### src/rtl/hex_display_arbiter.sv
// Round-robin arbiter sharing one active-low seven-segment digit between NUM_REQ requesters.
// The winner's value is latched and protected from re-arbitration for HOLD_CYCLES cycles.
module hex_display_arbiter #(
  parameter int NUM_REQ     = 2,
  parameter int HOLD_CYCLES = 4,
  localparam int OW = (NUM_REQ > 1) ? $clog2(NUM_REQ) : 1,
  localparam int CW = (HOLD_CYCLES > 1) ? $clog2(HOLD_CYCLES) : 1
) (
  input  logic                   clk_i,
  input  logic                   reset_i,
  input  logic [NUM_REQ-1:0]     req_i,
  input  logic [4*NUM_REQ-1:0]   data_i,
  output logic [NUM_REQ-1:0]     gnt_o,
  output logic [OW-1:0]          owner_o,
  output logic                   busy_o,
  output logic [6:0]             hex_o
);

  typedef enum logic [0:0] {
    IDLE = 1'b0,
    HOLD = 1'b1
  } state_t;

  state_t             state_q;
  logic [OW-1:0]      ptr_q;
  logic [CW-1:0]      cnt_q;

  logic               found_d;
  logic [OW-1:0]      win_d;
  logic [3:0]         win_data_d;
  logic [OW-1:0]      ptr_d;
  logic [NUM_REQ-1:0] gnt_d;

  // Segment pattern {g,f,e,d,c,b,a}, active-low
  function automatic logic [6:0] seg7(input logic [3:0] v);
    case (v)
      4'h0:    seg7 = 7'b1000000;
      4'h1:    seg7 = 7'b1111001;
      4'h2:    seg7 = 7'b0100100;
      4'h3:    seg7 = 7'b0110000;
      4'h4:    seg7 = 7'b0011001;
      4'h5:    seg7 = 7'b0010010;
      4'h6:    seg7 = 7'b0000010;
      4'h7:    seg7 = 7'b1111000;
      4'h8:    seg7 = 7'b0000000;
      4'h9:    seg7 = 7'b0010000;
      4'hA:    seg7 = 7'b0001000;
      4'hB:    seg7 = 7'b0000011;
      4'hC:    seg7 = 7'b1000110;
      4'hD:    seg7 = 7'b0100001;
      4'hE:    seg7 = 7'b0000110;
      4'hF:    seg7 = 7'b0001110;
      default: seg7 = 7'b1111111;
    endcase
  endfunction

  // Winner search: first set request at or above the pointer, wrapping at NUM_REQ
  always_comb begin : pick
    logic [OW:0] idx_v;
    idx_v   = '0;
    found_d = 1'b0;
    win_d   = '0;
    for (int k = 0; k < NUM_REQ; k++) begin
      idx_v = {1'b0, ptr_q} + (OW+1)'(k);
      if (idx_v >= (OW+1)'(NUM_REQ)) begin
        idx_v = idx_v - (OW+1)'(NUM_REQ);
      end else begin
        idx_v = idx_v;
      end
      if (!found_d && req_i[idx_v[OW-1:0]]) begin
        found_d = 1'b1;
        win_d   = idx_v[OW-1:0];
      end else begin
        found_d = found_d;
      end
    end
    win_data_d = data_i[{win_d, 2'b00} +: 4];
    gnt_d      = '0;
    gnt_d[win_d] = 1'b1;
    if (win_d == OW'(NUM_REQ-1)) begin
      ptr_d = '0;
    end else begin
      ptr_d = win_d + 1'b1;
    end
  end

  // Arbitration FSM with registered grant, owner, busy and segment outputs
  always_ff @(posedge clk_i or posedge reset_i) begin
    if (reset_i) begin
      state_q <= IDLE;
      ptr_q   <= '0;
      cnt_q   <= '0;
      gnt_o   <= '0;
      owner_o <= '0;
      busy_o  <= 1'b0;
      hex_o   <= 7'b1111111;
    end else begin
      case (state_q)
        IDLE: begin
          if (found_d) begin
            gnt_o   <= gnt_d;
            owner_o <= win_d;
            hex_o   <= seg7(win_data_d);
            cnt_q   <= CW'(HOLD_CYCLES-1);
            ptr_q   <= ptr_d;
            state_q <= HOLD;
            busy_o  <= 1'b1;
          end else begin
            gnt_o <= '0;
          end
        end
        HOLD: begin
          gnt_o <= '0;
          if (cnt_q == '0) begin
            state_q <= IDLE;
            busy_o  <= 1'b0;
          end else begin
            cnt_q <= cnt_q - 1'b1;
          end
        end
        default: begin
          state_q <= IDLE;
          gnt_o   <= '0;
          busy_o  <= 1'b0;
        end
      endcase
    end
  end

endmodule

### config.mk
export PLATFORM = sky130hd
export DESIGN_NAME = hex_display_arbiter
export DESIGN_NICKNAME = d
export VERILOG_FILES = /design/src/rtl/hex_display_arbiter.sv
export SDC_FILE = /design/constraint.sdc
export NUM_CORES = 1
export LEC_CHECK = 0
export BUFFER_PORTS_ARGS = -buffer_cell sky130_fd_sc_hd__buf_2
export CAP_MARGIN = 20
export CORE_AREA = 2 2 47 49
export CTS_CLUSTER_DIAMETER = 80
export DETAILED_ROUTE_END_ITERATION = 8
export DIE_AREA = 0 0 49 51
export PLACE_DENSITY_LB_ADDON = 0.05
export SYNTH_ARGS = -nofsm -noshare
export SYNTH_HDL_FRONTEND = slang
export SYNTH_SLANG_ARGS = --single-unit
### constraint.sdc
create_clock -name clk_i -period 2.8 [get_ports clk_i]
set_input_delay 0.28 -clock clk_i [delete_from_list [all_inputs] [get_ports clk_i]]
set_output_delay 0.28 -clock clk_i [all_outputs]
set_load 0.1 [all_outputs]
Yosys cells after proc, flatten, opt, wreduce, memory -nomap -nowiden --
Memories as Yosys holds them, arrays and structs flattened. A register that Yosys moved wholly into a read port is not among the register bits. Index checks and enable logic that the tools add are counted. Widths: inputs -> output; s select.
Word-level totals: memories 1, memory bits (read-only) 112, input port bits 12, register bits after elaboration 8, output and inout port bits 11, logic and storage cells 54
Operators by class: mux-type cells 24, add/sub/neg operators 5, $lt $le $gt $ge 6, equality and inequality tests 3, shift operators 1, reductions and logical operators 7, bitwise operators 1
Memories:
- (no name shown) | depth 16, width 7, rd ports 1, clocked after memory_dff 1, write ports 0, line 36 | case (v)
Operators with widths (count):
- $mux 1 | 16
- $pmux 2 s2 | 2
- $shiftx 8x4->4 | 1
- $lt 1x2->1 const B | 3
- $mux 2 | 3
- $reduce_and 2->1 | 3
- $ne 2x2->1 const B | 2
- $pmux 1 s2 | 2
- $add 1x1->2 const B | 1
- $ge 1x2->1 const B | 1
- $ge 2x2->1 const B | 1
- $logic_and 1x1->1 | 2
- $logic_not 2->1 | 1
- $ne 2x1->1 const B | 1
- $sub 1x1->1 const B | 2
- $sub 2x1->2 const B | 1
- $add 1x1->1 const B | 1
- $demux 1 s1 | 1
- $ge 1x1->1 const B | 1
- $logic_not 1->1 | 1
- $not 1->1 | 1

Longest topological paths before layout --
Gate-level depths: netlist (run 1).
depth in word-level cells 14, gate-level depth with buffers 8, depth with buffers taken out 7

Worst setup path before layout (run 1) --
No wires, ideal clock.
path type register to register, start register ptr_q, end register hex_o[2], setup slack 0.697 ns, arrival 2.030 ns, path buffers 1, clock period less this slack 2.103 ns, data required time 2.727 ns, cell stages (with the launch flop) 9, library setup time 0.073 ns, cell sequence dfrtp_1 nand2b_4 nand2_4 buf_2 mux2i_1 inv_1 ha_1 or3_1 a21oi_1
On the way: cells in the longest elaborated chain, start to end 9, elaborated cells between the ends (all ways) 19, those cells by class add/sub: 3; order compare: 2; shift: 1; mux: 10; reduce/logical: 3
Ends and longest elaborated chain:
- start: declaration | line 25 | logic [OW-1:0] ptr_q;
- start signal: assignment | line 105 | ptr_q <= ptr_d;
- $ge 1x2->1 / $sub 1x1->1 (equally long branches) | line 65, 66
- $mux 1 | line 65 | if (idx_v >= (OW+1)'(NUM_REQ)) begin
- $mux 1 (not written as such) (2 in a row) | line 70 | if (!found_d && req_i[idx_v[OW-1:0]]) begin
- $mux 1 | line 70
- $logic_not 1->1 | line 70
- $logic_and 1x1->1 | line 70
- $mux 1 | line 70
- $shiftx 8x4->4 / $reduce_and 2->1 (equally long branches)
- end: declaration | line 16 | output logic [6:0] hex_o
Parallel ways exist; a longest one is shown, timed or not. The select of a mux whose other input is x is not followed. A chain may end at the register's enable or synchronous reset.

Worst setup path after layout (run 1) --
Ends and elaborated chain as after synthesis.

==> impl_metrics.csv, run 1 <==
group,metric,value,unit
yosys,netlist.area_leader.share,0.2062,
flow_run,maxCapViolations,0,
timing,fmax,0.4631,GHz
cts,cts_tree,"yes",
finish,fillers,215,
die,die_w,49,um
cts,cts_made_buffers,3,
critical_path,crit_required,3.02,ns
route,drtIter0Drc,3,
run_status,outcome,"finished clean",
cts,cts-htree-levels,1,
cts,post_cts_buffers,0,
yosys,synth.distinct_cells,31,
route,detail_route.vias_per_cell,5.220,
cts,cts_root_buf,"clkbuf_4",
yosys,yosys_register_bits,15,
route,drt-total-wl,1.859,mm
timing,final_hold_viol_count,0,
timing,tightest_slew,0.6618,ns
yosys,ys_warn_count,0,
cts,clock_sinks,15,
yosys,synth_edf_count,0,
route,postRouteAntennaNets,0,
finish,multiInputGateArea,555.5,um2
critical_path,worst-path-max-fanout,14,
die,start_util,0.4706,
cts,cts_hold_buffers,0,
route,firstDrtPassIters,4,
route,dr_total_vias,783,
cts,worstSkewPairLatency,0.29,ns
placed_design,io_buffer_count,22,
global_routing,grt_pass1_wl,3.270,mm
finish,regArea,384.1,um2
timing,rsz0062_at_grt,"false",
die,core-area,0.002063,mm2
placed_design,routabilityCongestion,0.8565,
critical_path,start_kind,"flop",
timing,slew_viol_final,0,
yosys,synth.cell_area,970.9,um2
timing,setup_violations,0,
die,rows,17,
yosys,synth-main-ff-cell,"dfrtp_1",
min_path,min_path_type,"input port to asynchronous set/reset pin",
yosys,synthArstFlopShare,1.000,
critical_path,crit_arrival,2.38,ns
global_routing,grt_use_total,0.1732,
finish,area_growth,16.49,%
yosys,syn-num-nets,118,
finish,drive_above_1_share,0.3279,
yosys,yosysSeqAreaShare,0.3956,
yosys,yosysTopAreaCell,"dfrtp_1",
timing,setup-tns-final,0,ns
die,ios,23,
yosys,synth.avg_cell_area,9.807,um2
critical_path,cp-end-kind,"flop",
timing,relSlewSlack,0.5572,
finish,nets,142,
yosys,syn_inst,99,
route,drc,0,
yosys,ys_top_cells_by_area,"dfrtp_1, dfstp_2, mux2i_1",
global_routing,grt_pass1_vias,739,
timing,skew,0.008402,ns
global_routing,grt.overflow.total,0,
global_routing,grt_max_degree,16,
cts,cts_resized,0,
critical_path,critPathKind,"flop to flop",
global_routing,antenna_found_initial,0,
cts,clk_pin_slew,0.09,ns
die,dieArea,0.002499,mm2
timing,fin_crit_sh,0.7711,
finish,insertedDiodeCount,0,
placed_design,hpwl,1.520,mm
timing,min_period,2.159,ns
cts,cts_buffer_depth,2,
die,die_h,51,um
route,post_drt_wl_per_cell,12.39,um
==> cell type report <==
class	count	area share
Multi-Input combinational cell	76	0.4912
Sequential cell	15	0.3396
Timing Repair Buffer	22	0.09735
Tap cell	28	0.03097
Clock buffer	3	0.01991
Inverter	5	0.01659
Clock inverter	1	0.004425
==> Yosys cell counts (2+ instances only) <==
cell type	instances
nor2_1	11
nand2_1	7
clkbuf_1	2
mux2i_1	11
a31oi_1	3
o22ai_1	2
dfrtp_1	8
ha_1	7
o21ai_0	6
a21oi_1	3
nand2b_1	3
dfstp_2	7
nor2b_1	4
inv_1	5
mux2_2	3
o221ai_1	2
==> placed cells by master (no fill, tap or decap), drive strengths merged, types with 2 or more instances in the layout <==
cell type,Yosys,routed
buf,1,22
nor2,11,11
mux2i,11,11
dfrtp,8,8
nand2,8,8
ha,7,7
dfstp,7,7
o21ai,6,6
inv,5,5
nor2b,4,4
mux2,4,4
nand2b,4,4
a31oi,3,3
a21oi,3,3
clkbuf,2,3
o22ai,2,2
o221ai,2,2
==> layer usage <==
layer,wire length (um),vias up,track usage
li1,-,395,-
met2,964,15,0.3151
met3,52,4,0.03801
met5,0,-,0
met4,35,0,0.09048
met1,807,369,0.1896
==> critical path, cell delays in order, from the launching register on <==
cell and delay [ns]:
dfrtp_1 0.38, nand2b_4 0.16, nand2_4 0.18, mux2i_1 0.46, inv_1 0.13, ha_1 0.28
or3_1 0.38, a21oi_1 0.13
==> registers in the layout (all words and copies together), names as in the netlist <==
register	flops
hex_o	7
owner_o	1
gnt_o	2
state_q	1
ptr_q	1
cnt_q	2
busy_o	1
==> final timing paths <==
kind,startpoint,end,slack [ns],depth (start not counted)
max,ptr_q,hex_o[2],0.64,7
min,reset_i,busy_o,0.02,2
max reg2reg,ptr_q,hex_o[2],0.64,7
min reg2reg,owner_o,owner_o,0.48,1
max in group asynchronous,reset_i,hex_o[1],2.41,2
min in group clk_i,req_i[1],gnt_o[0],0.25,2
==> cells by family after synthesis <==
| family | synth area share |
|---|---|
| compound gates | 0.1405 |
| fa+ha+maj | 0.09020 |
| mux | 0.1637 |
| flops | 0.3956 |
| buf+inv | 0.03222 |
| simple gates | 0.1778 |
==> through the flow <==
stage / setup WS [ns] / cell area (um2) / hold slack (ns) / cells / utilization
after floorplan: 0.6974 / 970.9 / 0.1765 / 99 / -
after global placement: 0.7657 / 1104 / 0.3565 / 146 / 0.5349
after detailed placement: 0.6524 / 1104 / 0.3609 / 146 / 0.5349
after CTS: 0.6404 / 1131 / 0.04700 / 150 / 0.5482
after global routing: 0.4608 / 1131 / 0.06947 / 150 / 0.5482
final: 0.6409 / 1131 / 0.01990 / 150 / 0.5482
Power of run 1 is not shown: default switching activity piles up to over one toggle a cycle in this logic, so the estimate is an artifact.
==> inputs of run 2 (changes only) <==
clock period = 2.3 ns   (was 2.8 ns; I/O delays follow)
==> run 2 against run 1 <==
  * Non-clock buffer count rose by 3
  * Clock skew rose by 0.0014 ns
  * Wire length up 9.0%
  * Count of clock-buffer cells in the layout is the same
  * Via count is 1.1% higher
  * Die area did not move
==> impl_metrics.csv, run 2 (same netlist as run 1, synthesis figures left out) <==
group,metric,value,unit
timing,slew_viol_final,0,
die,ios,23,
die,die_w,49,um
critical_path,crit_arrival,2.13,ns
cts,post_cts_buffers,0,
global_routing,grt.overflow.total,0,
finish,regMostFlops,"hex_o",
global_routing,grt_use_total,0.1862,
timing,fin_crit_sh,0.8370,
timing,final_hold_viol_count,0,
critical_path,critPathKind,"flop to flop",
timing,skew,0.009773,ns
cts,cts_tree,"yes",
cts,cts_made_buffers,3,
cts,clock_sinks,15,
die,die_h,51,um
cts,cts_hold_buffers,1,
die,core-area,0.002063,mm2
finish,area_growth,19.07,%
route,drt-total-wl,2.026,mm
timing,fmax,0.5194,GHz
finish,reg.largest.list,"hex_o (7), cnt_q (2), gnt_o (2)",
route,dr_total_vias,792,
placed_design,hpwl,1.629,mm
die,rows,17,
timing,setup-tns-final,0,ns
timing,tightest_slew,0.5648,ns
global_routing,antenna_found_initial,0,
timing,rsz0062_at_grt,"false",
global_routing,grt_pass1_vias,799,
route,postRouteAntennaNets,0,
critical_path,crit_required,2.50,ns
route,detail_route.vias_per_cell,5.176,
route,drc,0,
route,firstDrtPassIters,3,
critical_path,cp-end-kind,"flop",
placed_design,io_buffer_count,22,
die,dieArea,0.002499,mm2
timing,min_period,1.925,ns
finish,drive_above_1_share,0.3360,
critical_path,start_kind,"flop",
critical_path,worst-path-max-fanout,14,
cts,clk_pin_slew,0.09,ns
placed_design,routabilityCongestion,0.8096,
flow_run,maxCapViolations,0,
cts,cts_resized,0,
cts,cts_root_buf,"clkbuf_4",
timing,relSlewSlack,0.6230,
global_routing,grt_pass1_wl,3.470,mm
timing,setup_violations,0,
run_status,outcome,"finished clean",
cts,cts-htree-levels,1,
finish,mostFrequentLayoutCells,"buf_2, nor2_1, mux2i_1, dfrtp_1",
route,post_drt_wl_per_cell,13.24,um
cts,worstSkewPairLatency,0.28,ns
finish,fillers,209,
min_path,min_path_type,"input port to flop",
global_routing,grt_max_degree,16,
cts,cts_buffer_depth,2,
die,start_util,0.4706,
finish,nets,145,
route,drtIter0Drc,6,
finish,largest_reg_flops,7,
finish,final_common_cell,"buf_2",
finish,insertedDiodeCount,0,
run 2: changes by cell type in the layout (fill, tap and decap cells not counted), sizes merged:
cell,delta
buf,+2
dlygate4sd3,+1
run 2: path summary, 6_finish.rpt:
check                      cells past startpoint     start  slack (ns)        to
max                                            6     ptr_q        0.37  hex_o[4]
min                                            2  req_i[1]        0.20  gnt_o[0]
max reg2reg                                    6     ptr_q        0.37  hex_o[4]
min reg2reg                                    1   owner_o        0.48   owner_o
max in group asynchronous                      3   reset_i        1.39  hex_o[1]
min in group asynchronous                      3   reset_i        0.53  cnt_q[0]
run 2: worst max-delay path: stages (launching register included):
cell	delay, ns
dfrtp_1	0.38
nand2b_4	0.16
nand2_4	0.18
mux2_2	0.40
ha_1	0.19
a2111o_1	0.36
a31oi_1	0.18
run 2: stage by stage:
step           hold slack [ns]    util  instance area [um2]  instances  setup WS, ns
2_1_floorplan           0.1265       -                970.9         99        0.1974
3_3_place_gp            0.3132  0.5421                 1119        148        0.4431
3_5_place_dp            0.3185  0.5421                 1119        148        0.3842
4_1_cts                 0.1866  0.5603                 1156        153        0.3627
5_1_grt                 0.1921  0.5603                 1156        153        0.2571
6_report                0.1977  0.5603                 1156        153        0.3748
run 2: area by class of cell:
| class | instances | area (um2) | area share |
|---|---|---|---|
| inverter | 5 | 18.77 | 0.01623 |
| sequential | 15 | 384.1 | 0.3323 |
| timing repair buffer | 25 | 135.1 | 0.1169 |
| clock buffer | 3 | 22.52 | 0.01948 |
| clock inverter | 1 | 5.005 | 0.004329 |
| tap | 28 | 35.03 | 0.03030 |
| multi-input combinational | 76 | 555.5 | 0.4805 |
run 2: routing by layer:
layer	vias to the layer above	track usage	part of all wire
li1	401	-	-
met1	369	0.2108	0.43
met2	16	0.3288	0.51
met3	6	0.04094	0.034
met4	0	0.1000	0.023
met5	-	0	0
Power of run 2 is left out for the same reason.
==> inputs of run 3 (changes only) <==
ABC_AREA = 1   (was not set)
clock period = 2.02 ns   (was 2.3 ns; I/O delays follow)
==> run 3 against run 2 <==
  * Final cell count increased by 21%
  * Count of clock-buffer cells in the layout increased by 1
  * Fmax increased by 11%
  * Wire length decreased by 5.0%
  * First-iteration DRC count increased to 3.7 times the previous value
  * Non-clock buffer count decreased by 1
  * Die area unchanged
  * Flip-flop and latch count unchanged
  * Register-to-register slack got worse by 0.096 ns
  * Hold slack improved by 0.12 ns
  * Critical path type unchanged
  * Highest routed layer is now met3
==> impl_metrics.csv, run 3 <==
group,metric,value,unit
finish,insertedDiodeCount,0,
die,rows,17,
route,post_drt_wl_per_cell,10.41,um
critical_path,start_kind,"flop",
placed_design,routabilityCongestion,0.8138,
critical_path,worst-path-max-fanout,10,
timing,fin_crit_sh,0.8621,
critical_path,critPathKind,"flop to flop",
placed_design,post-place-ws,0.2216,ns
finish,largest_reg_flops,7,
die,die_w,49,um
timing,fmax,0.5742,GHz
route,postRouteAntennaNets,0,
cts,cts_buffer_depth,2,
yosys,ys_top_cells_by_area,"dfrtp_1, dfstp_2, nand2_1",
finish,fin_util,0.5597,
critical_path,crit_arrival,1.95,ns
timing,setup-tns-final,0,ns
finish,regMostFlops,"hex_o",
die,dieArea,0.002499,mm2
finish,area_growth,17.58,%
timing,tightest_slew,0.5499,ns
yosys,synth-main-ff-cell,"dfrtp_1",
timing,skew,0.0008434,ns
die,ios,23,
global_routing,grt.overflow.total,0,
yosys,synth.avg_cell_area,7.498,um2
route,detail_route.vias_per_cell,4.654,
cts,cts_root_buf,"clkbuf_4",
yosys,synth_common_cells,"nand2_1, inv_1, nand3_1, nor2_1, dfrtp_1",
die,core-area,0.002063,mm2
finish,nets,177,
cts,cts-htree-levels,1,
yosys,syn_inst,131,
global_routing,grt_max_degree,16,
timing,relSlewSlack,0.6330,
route,dr_total_vias,861,
critical_path,reg2reg_slack,0.28,ns
timing,final_hold_viol_count,0,
yosys,synth_edf_count,0,
yosys,ys_warn_count,0,
yosys,yosysTopAreaCell,"dfrtp_1",
timing,min_period,1.741,ns
die,die_h,51,um
placed_design,hpwl,1.524,mm
route,drc,0,
finish,reg.largest.list,"hex_o (7), cnt_q (2), gnt_o (2)",
cts,worstSkewPairLatency,0.28,ns
global_routing,grt_pass1_wl,3.374,mm
yosys,syn-num-nets,150,
timing,fin_ws,0.2785,ns
critical_path,cp-end-kind,"flop",
finish,drive_above_1_share,0.2675,
critical_path,crit_required,2.23,ns
placed_design,io_buffer_count,22,
yosys,yosysSeqAreaShare,0.3911,
flow_run,maxCapViolations,0,
route,firstDrtPassIters,4,
timing,rsz0062_at_grt,"false",
cts,clk_pin_slew,0.08,ns
die,start_util,0.4760,
cts,clock_sinks,15,
yosys,synth.cell_area,982.2,um2
timing,setup_violations,0,
finish,final_common_cell,"nand2_1",
global_routing,antenna_found_initial,0,
yosys,synthArstFlopShare,1.000,
yosys,synth.distinct_cells,18,
cts,cts_made_buffers,3,
yosys,netlist.area_leader.share,0.2038,
min_path,min_path_type,"input port to flop",
route,drtIter0Drc,22,
route,drt-total-wl,1.925,mm
run_status,outcome,"finished clean",
global_routing,grt_pass1_vias,805,
cts,cts_tree,"yes",
global_routing,grt_use_total,0.1758,
yosys,yosys_register_bits,15,
timing,slew_viol_final,0,
yosys,yosysMostFrequentCell,"nand2_1",
finish,mostFrequentLayoutCells,"nand2_1, buf_2, inv_1, nand3_1, nor2_1",
==> run 3: changes by cell type after synthesis, moves of 3 or more <==
cell,previous run,this run
a31oi_1,3,0
inv_1,5,19
mux2_2,3,0
mux2i_1,11,0
nand2_1,7,38
nand2_4,1,4
nand2b_1,3,0
nand3_1,1,19
nor2b_1,4,0
==> run 3: repair_timing <==
action                     4_1_cts  5_1_grt
resized for setup                0        1
hold endpoints to repair         8        0
setup buffers                    0        0
hold buffers                     1        0
setup endpoints to repair        0        1
==> run 3: cell families (layout without fill, tap and decap cells) <==
| logic type | Yosys count | in the layout | synth area share |
|---|---|---|---|
| buffers and inverters | 22 | 48 | 0.09554 |
| adder cells (fa/ha/maj) | 7 | 7 | 0.08917 |
| flip-flops | 15 | 15 | 0.3911 |
| AO/OA/AOI/OAI | 10 | 10 | 0.05606 |
| AND/OR/NAND/NOR | 77 | 77 | 0.3681 |
==> run 3: layout make-up <==
type | count | area, um2
fill | 220 | 908.4
multi-input combinational | 94 | 506.7
sequential | 15 | 384.1
timing repair buffer | 24 | 127.6
inverter | 20 | 75.07
tap | 28 | 35.03
clock buffer | 4 | 26.28
==> run 3: final timing paths <==
check                      startpoint  endpoint  cells after the start
max                             ptr_q  hex_o[1]                     12
min                          req_i[1]  gnt_o[1]                      3
max reg2reg                     ptr_q  hex_o[1]                     12
min reg2reg                  hex_o[5]  hex_o[5]                      2
max in group asynchronous     reset_i  hex_o[1]                      3
min in group asynchronous     reset_i  gnt_o[1]                      3
==> run 3: per-stage QoR <==
step                cell area (um2)  hold slack (ns)  std cells
finish                         1155           0.3147        185
global placement               1116           0.2686        180
global route                   1155           0.3132        185
CTS                            1152           0.3044        185
floorplan                     982.2          0.09847        131
detailed placement             1116           0.2790        180
==> run 3: worst max-delay path: stages (launching register included) <==
cell     delay, ns
dfrtp_1       0.37
inv_1         0.11
nand2_4       0.09
nand2_4       0.13
nand2_1       0.08
nand2_2       0.13
inv_1         0.10
ha_1          0.29
inv_1         0.06
nand3_1       0.07
nor2_1        0.09
nor2_1        0.04
a21oi_1       0.13
==> run 3: routing by layer <==
layer | routed length, um | vias to the layer above | share of wire | track usage
met1 | 948 | 385 | 0.49 | 0.2293
met2 | 898 | 15 | 0.47 | 0.2922
met3 | 78 | 0 | 0.041 | 0.05556
met4 | 0 | 0 | 0 | 0.02857
li1 | - | 461 | - | -
met5 | 0 | - | 0 | 0
Power of run 3 is left out for the same reason.
